**src/rtl/cam_ctrl.sv**
```systemverilog
// Request sequencer in front of a 16-entry byte CAM: search, allocate-on-miss, respond.
// Optional CAM_CTRL_STATS_EN adds saturating hit/miss/evict counters.
module cam_ctrl #(
  parameter int unsigned NB_MEM = 16,
  parameter int unsigned AW     = 5
) (
  input  logic          clk,
  input  logic          rst_n,
  input  logic          req_valid,
  output logic          req_ready,
  input  logic [7:0]    req_data,
  input  logic          req_alloc,
  output logic          rsp_valid,
  input  logic          rsp_ready,
  output logic          rsp_hit,
  output logic [AW-1:0] rsp_index,
  output logic          rsp_evict,
  output logic          cam_enable,
  output logic          cam_write,
  output logic [AW-1:0] cam_addr,
  output logic [7:0]    cam_data,
  input  logic [AW-1:0] cam_out,
  input  logic          cam_found
`ifdef CAM_CTRL_STATS_EN
  ,
  output logic [15:0]   stat_hits,
  output logic [15:0]   stat_misses,
  output logic [15:0]   stat_evicts
`endif
);

  localparam int unsigned CW = $clog2(NB_MEM + 1);

  typedef enum logic [2:0] {StIdle, StLookup, StCheck, StWrite, StResp} state_e;

  state_e          state_q, state_d;
  logic [7:0]      data_q;
  logic            alloc_q;
  logic [AW-1:0]   alloc_ptr_q, alloc_ptr_d;
  logic [CW-1:0]   used_cnt_q, used_cnt_d;
  logic            hit_q, hit_d;
  logic            evict_q, evict_d;
  logic [AW-1:0]   index_q, index_d;
  logic            full;

  assign full = (used_cnt_q == CW'(NB_MEM));

  always_comb begin
    state_d     = state_q;
    alloc_ptr_d = alloc_ptr_q;
    used_cnt_d  = used_cnt_q;
    hit_d       = hit_q;
    evict_d     = evict_q;
    index_d     = index_q;
    req_ready   = 1'b0;
    rsp_valid   = 1'b0;
    rsp_hit     = 1'b0;
    rsp_index   = '0;
    rsp_evict   = 1'b0;
    cam_enable  = 1'b0;
    cam_write   = 1'b0;
    cam_addr    = '0;
    cam_data    = '0;
    unique case (state_q)
      StIdle: begin
        req_ready = 1'b1;
        if (req_valid) state_d = StLookup;
      end
      StLookup: begin
        cam_enable = 1'b1;
        cam_data   = data_q;
        state_d    = StCheck;
      end
      StCheck: begin
        // cam_found/cam_out were registered by the CAM on the lookup edge
        if (cam_found) begin
          hit_d   = 1'b1;
          index_d = cam_out;
          evict_d = 1'b0;
          state_d = StResp;
        end else if (!alloc_q) begin
          hit_d   = 1'b0;
          index_d = '0;
          evict_d = 1'b0;
          state_d = StResp;
        end else begin
          state_d = StWrite;
        end
      end
      StWrite: begin
        cam_write   = 1'b1;
        cam_addr    = alloc_ptr_q;
        cam_data    = data_q;
        hit_d       = 1'b0;
        index_d     = alloc_ptr_q;
        evict_d     = full;
        if (!full) used_cnt_d = used_cnt_q + CW'(1);
        alloc_ptr_d = (alloc_ptr_q == AW'(NB_MEM - 1)) ? '0 : alloc_ptr_q + AW'(1);
        state_d     = StResp;
      end
      StResp: begin
        rsp_valid = 1'b1;
        rsp_hit   = hit_q;
        rsp_index = index_q;
        rsp_evict = evict_q;
        if (rsp_ready) state_d = StIdle;
      end
      default: state_d = StIdle;
    endcase
  end

  always_ff @(posedge clk) begin
    if (!rst_n) begin
      state_q     <= StIdle;
      data_q      <= '0;
      alloc_q     <= 1'b0;
      alloc_ptr_q <= '0;
      used_cnt_q  <= '0;
      hit_q       <= 1'b0;
      evict_q     <= 1'b0;
      index_q     <= '0;
    end else begin
      state_q     <= state_d;
      alloc_ptr_q <= alloc_ptr_d;
      used_cnt_q  <= used_cnt_d;
      hit_q       <= hit_d;
      evict_q     <= evict_d;
      index_q     <= index_d;
      if (state_q == StIdle && req_valid) begin
        data_q  <= req_data;
        alloc_q <= req_alloc;
      end
    end
  end

`ifdef CAM_CTRL_STATS_EN
  logic rsp_done;
  assign rsp_done = (state_q == StResp) && rsp_ready;

  always_ff @(posedge clk) begin
    if (!rst_n) begin
      stat_hits   <= '0;
      stat_misses <= '0;
      stat_evicts <= '0;
    end else if (rsp_done) begin
      if (hit_q && stat_hits != 16'hFFFF) stat_hits <= stat_hits + 16'd1;
      if (!hit_q && stat_misses != 16'hFFFF) stat_misses <= stat_misses + 16'd1;
      if (evict_q && stat_evicts != 16'hFFFF) stat_evicts <= stat_evicts + 16'd1;
    end
  end
`endif

endmodule

```
**config.mk**
```make
export PLATFORM = sky130hd
export DESIGN_NAME = cam_ctrl
export DESIGN_NICKNAME = d
export VERILOG_FILES = /design/src/rtl/cam_ctrl.sv
export SDC_FILE = /design/constraint.sdc
export NUM_CORES = 1
export LEC_CHECK = 0
export ABC_AREA = 1
export CORE_UTILIZATION = 40
export DETAILED_ROUTE_END_ITERATION = 16
export GPL_ROUTABILITY_DRIVEN = 0
export PLACE_DENSITY = 0.72
export SKIP_CTS_REPAIR_TIMING = 1
export SYNTH_ARGS = -nofsm -noshare
export SYNTH_HDL_FRONTEND = slang
export SYNTH_SLANG_ARGS = --single-unit
```
**constraint.sdc**
```tcl
create_clock -name clk -period 1.35 [get_ports clk]
set_clock_uncertainty 0.2 [all_clocks]
set_input_delay 0.27 -clock clk [delete_from_list [all_inputs] [get_ports clk]]
set_output_delay 0.27 -clock clk [all_outputs]
set_load 0.01 [all_outputs]
```
==> results of run 1 <==
## cells in the final DEF, fill, tap and decap left out, drive strengths merged, types with 3 or more instances in the layout
cell type      netlist  routed
clkbuf               1      11
dfxtp               29      29
nand3               12      13
nor2                41      41
a21oi               20      20
nand2               49      50
clkdlybuf4s50        0      18
inv                 42      42
o21ai               13      13
nand4                5       5
buf                  6      67
clkinv               1       3
ha                   3       3
## area by class of cell
type / instances / area share, %
multi-input combinational: 151 / 35.3
clock buffer: 6 / 2.95
inverter: 43 / 6.67
timing repair buffer: 90 / 28.2
clock inverter: 2 / 0.407
sequential: 29 / 24.1
tap: 46 / 2.34
## power by group through the flow
stage	clock network, uW	registers (uW)	logic, uW
floorplan	0	967	317
global placement	0	983	583
detailed placement	0	986	589
CTS	691	967	596
global route	758	990	796
finish	680	981	724
## routing by layer
layer | global-route usage, % | up-vias | wire (um)
met3 | 7.61 | 5 | 259
li1 | - | 891 | -
met4 | 4.83 | 0 | 53
met5 | 0 | - | 0
met2 | 32.9 | 58 | 2140
met1 | 23.5 | 759 | 1830
## flip-flops by register name, indices dropped and copies added (netlist names)
register and flops:
alloc_q 1, state_q 3, used_cnt_q 5, data_q 8, index_q 5, evict_q 1
hit_q 1, alloc_ptr_q 5
## worst reg2reg max path: stages (launching register included)
cell and delay [ns]:
dfxtp_4 0.38, inv_2 0.12, buf_4 0.18, nand2_2 0.07, inv_2 0.11, nand2_4 0.10, inv_2 0.09, nand2_1 0.06
a21oi_1 0.12
## cell families after synthesis
group	after synthesis	synth area share (%)
buffers and inverters	50	14.6
AO/OA/AOI/OAI	34	11.4
adder cells (fa/ha/maj)	3	2.50
XOR/XNOR	1	0.582
flip-flops	29	38.6
AND/OR/NAND/NOR	111	32.4
## Yosys cell counts
cell type  instances
ha_1               3
nor3_1             2
clkbuf_1           1
a31oi_1            1
nor2_2             1
a21oi_1           20
nor2_4             2
o21ai_1            1
o21ai_0           12
dfxtp_1           29
nand4_1            5
inv_1             40
nand3b_1           2
buf_2              1
clkinv_1           1
nand3_2            2
nor2_1            38
buf_6              3
xor2_1             1
inv_2              2
nand3_1           10
buf_4              2
nand2_2            2
nand2_1           47
## stage by stage
stage / instance area [um^2] / worst slack [ns] / total power [uW]
2_1_floorplan: 1500 / -0.0187 / 1280
4_1_cts: 2340 / -0.884 / 2250
3_3_place_gp: 2250 / -0.530 / 1570
3_5_place_dp: 2250 / -0.566 / 1580
6_report: 2460 / -0.301 / 2380
5_1_grt: 2460 / -0.373 / 2540
## worst paths after layout
check,to,cells past startpoint,startpoint
hold / removal,data_q[7]$_SDFFE_PN0P_,2,data_q[7]$_SDFFE_PN0P_
setup reg to reg,index_q[2]$_SDFFE_PN0P_,8,state_q[2]$_SDFFE_PN0P_
setup / recovery,cam_addr[3],4,state_q[0]$_SDFFE_PN0P_
hold reg to reg,data_q[7]$_SDFFE_PN0P_,2,data_q[7]$_SDFFE_PN0P_
==> key figures, run 1 <==
Outcome
  – Outcome: finished, violations left
  – Failing checks: setup timing

Synthesis
  – Synthesized flop and latch total: 29
  – Post-synthesis cell count: around 230
  – Yosys warning count: 0
  – Syn_area_per_cell: 6.60 um^2
  – Yosys cell types: 24
  – Post-Syn Area: between 1500 and 2000 um^2
  – Ranking of synthesized cells by area: dfxtp_1 (39%), nand2_1 (12%), inv_1 (10%)
  – Syn_nets: 250
  – Area leader, netlist: dfxtp_1
  – Seq/Total Area, Yosys: 38.6%
  – Synth top area share: 38.6%

STA
  – Final hold vios: 0
  – Hold slack: roughly 0.25 ns
  – Setup TNS Final: -7.96 ns
  – Slew @ Worst Pin: between 0.2 and 0.3 ns
  – Max Slew Vio Count: 0
  – Setup ws final: -0.301 ns
  – Period utilisation layout: 122%
  – Max Freq: just over 0.6 GHz
  – RSZ-0062 raised after global routing: yes
  – Crit path time final: about 1.7 ns
  – Slew headroom: 81.2%
  – Endpoints failing setup: 50

Place
  – Dpl cells: between 300 and 400
  – IO buf count: between 40 and 50
  – DP HPWL: 2700 um

Clocking
  – Clock buffer depth: 2
  – CTS tree: done
  – CTS H-tree depth: 2
  – Clock root cell: clkbuf_8
  – Clock transition at path regs: roughly 0.06 ns
  – Sink Count: 29
  – Worst skew pair latency: between 0.2 and 0.3 ns
  – Total CTS buffers: 5

Layout
  – Total Nets Final: 342
  – Reg area: a little under 600 um^2
  – Final std cells w/o fill: approximately 370
  – Layout cells sized above 1: 40.5%
  – Ant diodes: 0
  – Final cell utilization of the core: ~71%
  – Area Overhead vs Synth: 63.4%
  – Multi-input logic area: roughly 870 um^2
  – Fillers: 300

Pwr
  – P_int: approximately 1600 uW
  – Comb power frac: 30.4%
  – P_leak: around 0.0011 uW
  – Power Dens Cells: between 900 and 1000 nW/um^2
  – Clock network power share: about 28%
  – Sequential cell fraction of total power: roughly two fifths
  – Peak VDD IR: approximately 1.0 mV
  – Switch Pwr: ~750 uW
  – Net Sw Frac: 31.4%

Routing
  – 1st-pass router iterations: 4
  – DRT iter0 DRCs: 67
  – DRC: 0
  – Via density per instance: approximately 4.7
  – Routed Antenna Nets: 0
  – Routed vias: roughly 1.7k
  – Drt wl/cell: about 12 um
  – Final wirelength: 4290 um

Setup path
  – Buffers and inverters on the worst path: 2
  – CP Class: flip-flop to output pin
  – Critical Path Start Type: flip-flop
  – Slowest-stage cell, CP: dfxtp_4
  – Largest delay share family, worst path: flip-flops
  – Reg2Reg Setup Slack: -0.14 ns
  – Critical Path End Type: output pin
  – Req. time, crit path: between 0.8 and 0.9 ns
  – Worst-path cell chain: buf_4, nand3_4, nor2_4, clkbuf_2
  – Worst EP arrival: about 1.2 ns
  – CP max stage delay: approximately 0.38 ns
  – CP Max Fanout: 5

Die
  – Die X: 63.3 um
  – Die H: ~63 um
  – Die area: between 4000 and 5000 um^2
  – Core area: ~3500 um^2
  – Top-Level Pins: 43
  – # rows: 21
  – Starting Density: 43.4%

GRT
  – Largest net degree at the start of global routing: 16
  – Initial antenna violation count: 0
  – Gr usage total: between 10% and 20%
  – GRT Residual Overflow: 0
  – Vias in the first global route: 1516
  – Global-route wire length before repair: approximately 6200 um

Job
  – Max cap viols: 0

Hold path
  – Hold WC Path Type: flip-flop to flip-flop
No activity file was read; power rests on OpenSTA's default activity.
==> run 2, diff against run 1 <==
Settings changed: PLACE_DENSITY 0.72 to 0.69.
Clock period 1.35 ns to 2 ns, I/O delays scaled along.
==> key figures, run 2 (synthesis gave the netlist of run 1 again) <==
Layout
  – Final cell utilization of the core: 62.7% (was 70.9%)
  – Fillers: 324 (was 300)
  – Commonest non-fill, non-tap cell in the layout: nand2_1 (was buf_4)
  – Most frequent cells in the layout: nand2_1 (46), inv_1 (39), nor2_1 (35), dfxtp_1 (26), dlymetal6s2s_1 (24) (was buf_4 (43), nand2_1 (41), inv_1 (32), nor2_1 (26), dfxtp_1 (25))
  – Ant diodes: 0 (unchanged)
  – Multi-input logic area: 724 um^2 (was 868 um^2)
  – Layout cells sized above 1: 12.1% (was 40.5%)
  – Final std cells w/o fill: 328 (was 367)
  – Largest Register: data_q (unchanged)
  – Reg area: 589 um^2 (was 593 um^2)
  – Area Overhead vs Synth: 44.7% (was 63.4%)
  – Largest register FFs: 8 (unchanged)
  – Total Nets Final: 303 (was 342)
  – Final Instance Area: 2180 um^2 (was 2460 um^2)

Pwr
  – Sequential cell fraction of total power: 45.5% (was 41.1%)
  – Switch Pwr: 427 uW (was 748 uW)
  – P_leak: 0.00133 uW (was 0.00115 uW)
  – Power Dens Cells: 668 nW/um^2 (was 970 nW/um^2)
  – Clock network power share: 32.2% (was 28.5%)
  – Peak VDD IR: 0.550 mV (was 1.02 mV)
  – P_int: 1030 uW (was 1640 uW)
  – Net Sw Frac: 29.4% (was 31.4%)
  – Comb power frac: 22.3% (was 30.4%)

Setup path
  – Worst-path cell chain: inv_1, nor2_2, inv_2, nor2_1, dlymetal6s2s_1 (was buf_4, nand3_4, nor2_4, clkbuf_2)
  – CP max stage delay: 0.38 ns (about the same)
  – CP Max Fanout: 8 (was 5)
  – CP Class: flip-flop to output pin (unchanged)
  – Critical Path End Type: output pin (unchanged)
  – Req. time, crit path: 1.40 ns (was 0.88 ns)
  – Slowest-stage cell, CP: dfxtp_4 (unchanged)
  – Worst EP arrival: 1.22 ns (was 1.18 ns)
  – Critical Path Start Type: flip-flop (unchanged)

Die
  – Starting Density: 43.4% (unchanged)
  – Die X: 63.3 um (unchanged)
  – # rows: 21 (unchanged)
  – Die H: 63.3 um (unchanged)
  – Die area: 4010 um^2 (unchanged)
  – Top-Level Pins: 43 (unchanged)
  – Core area: 3470 um^2 (unchanged)

Clocking
  – CTS H-tree depth: 2 (unchanged)
  – Total CTS buffers: 5 (unchanged)
  – CTS tree: done (unchanged)
  – Clock root cell: clkbuf_8 (unchanged)
  – Clock buffer depth: 2 (unchanged)
  – Worst skew pair latency: 0.29 ns (about the same)
  – Clock transition at path regs: 0.06 ns (about the same)
  – Sink Count: 29 (unchanged)

Place
  – Post-Place Cell Area: 2010 um^2 (was 2250 um^2)
  – IO buf count: 42 (unchanged)
  – DP HPWL: 2430 um (was 2700 um)
  – Dpl cells: 320 (was 353)

Routing
  – DRT iter0 DRCs: 51 (was 67)
  – Routed vias: 1517 (was 1713)
  – Drt wl/cell: 10.4 um (was 11.7 um)
  – 1st-pass router iterations: 5 (was 4)
  – Final wirelength: 3420 um (was 4290 um)
  – Routed Antenna Nets: 0 (unchanged)
  – DRC: 0 (unchanged)
  – Via density per instance: 4.63 (was 4.67)

GRT
  – Vias in the first global route: 1363 (was 1516)
  – GRT Residual Overflow: 0 (unchanged)
  – Initial antenna violation count: 0 (unchanged)
  – Gr usage total: 18.7% (was 19.7%)
  – Largest net degree at the start of global routing: 19 (was 16)
  – Global-route wire length before repair: 5820 um (was 6200 um)

STA
  – Crit path time final: between 1.5 and 2 ns
  – Slew @ Worst Pin: 0.311 ns (was 0.281 ns)
  – Endpoints failing setup: 0 (was 50)
  – RSZ-0062 raised after global routing: no (was yes)
  – Slew headroom: 79.2% (was 81.2%)
  – Setup TNS Final: 0 ns (was -7.96 ns)
  – Max Freq: 0.551 GHz
  – Period utilisation layout: 90.8%
  – Hold slack: 0.252 ns (was 0.253 ns)
  – Max Slew Vio Count: 0 (unchanged)
  – Final hold vios: 0 (unchanged)

Job
  – Max cap viols: 0 (unchanged)

Hold path
  – Hold WC Path Type: flip-flop to flip-flop (unchanged)

Outcome
  – Outcome: completed (was finished, violations left)
==> run 2: cell count changes in the layout (fill, tap and decap cells not counted), sizes merged <==
cell	change
nand3	-1
nand2	-1
dlymetal6s2s	+24
buf	-56
clkbuf	-3
clkinv	-2
==> run 2: per-layer routing <==
| metal | track usage, % | vias up | part of all wire (%) |
|---|---|---|---|
| met5 | 0 | - | 0 |
| met4 | 11.1 | 0 | 2.6 |
| met3 | 4.17 | 8 | 6.5 |
| met2 | 28.1 | 52 | 42 |
| met1 | 24.3 | 652 | 49 |
| li1 | - | 805 | - |
==> run 2: worst paths after layout <==
path,startpoint,to,slack (ns),cells past startpoint
worst max-delay path,state_q[0]$_SDFFE_PN0P_,cam_data[2],0.18,5
worst min-delay path,data_q[5]$_SDFFE_PN0P_,data_q[5]$_SDFFE_PN0P_,0.25,2
worst max register to register,state_q[2]$_SDFFE_PN0P_,index_q[1]$_SDFFE_PN0P_,0.49,8
worst min register to register,data_q[5]$_SDFFE_PN0P_,data_q[5]$_SDFFE_PN0P_,0.25,2
==> run 2: layout make-up <==
cell class,instances,area share [%]
clock buffer,8,3.68
sequential,29,27.1
timing repair buffer,53,25.9
tap,46,2.65
multi-input combinational,149,33.3
inverter,43,7.42
==> run 2: metrics by stage <==
step | setup slack [ns] | total power, uW
2_1_floorplan | 0.501 | 866
3_3_place_gp | -0.0111 | 988
3_5_place_dp | -0.0521 | 992
4_1_cts | -0.374 | 1460
5_1_grt | 0.0983 | 1550
6_report | 0.184 | 1450
==> run 2: power groups by stage <==
stage / sequential [uW] / combinational (uW) / clock (uW)
2_1_floorplan: 652 / 214 / 0
6_report: 661 / 325 / 467
3_3_place_gp: 666 / 322 / 0
3_5_place_dp: 669 / 323 / 0
5_1_grt: 669 / 366 / 517
4_1_cts: 655 / 326 / 479
==> run 2: critical path: cells and delay by family, from the launching register on <==
family,cells,cell delay (ns)
simple gates,2,0.23
flops,1,0.38
buf+inv,3,0.34
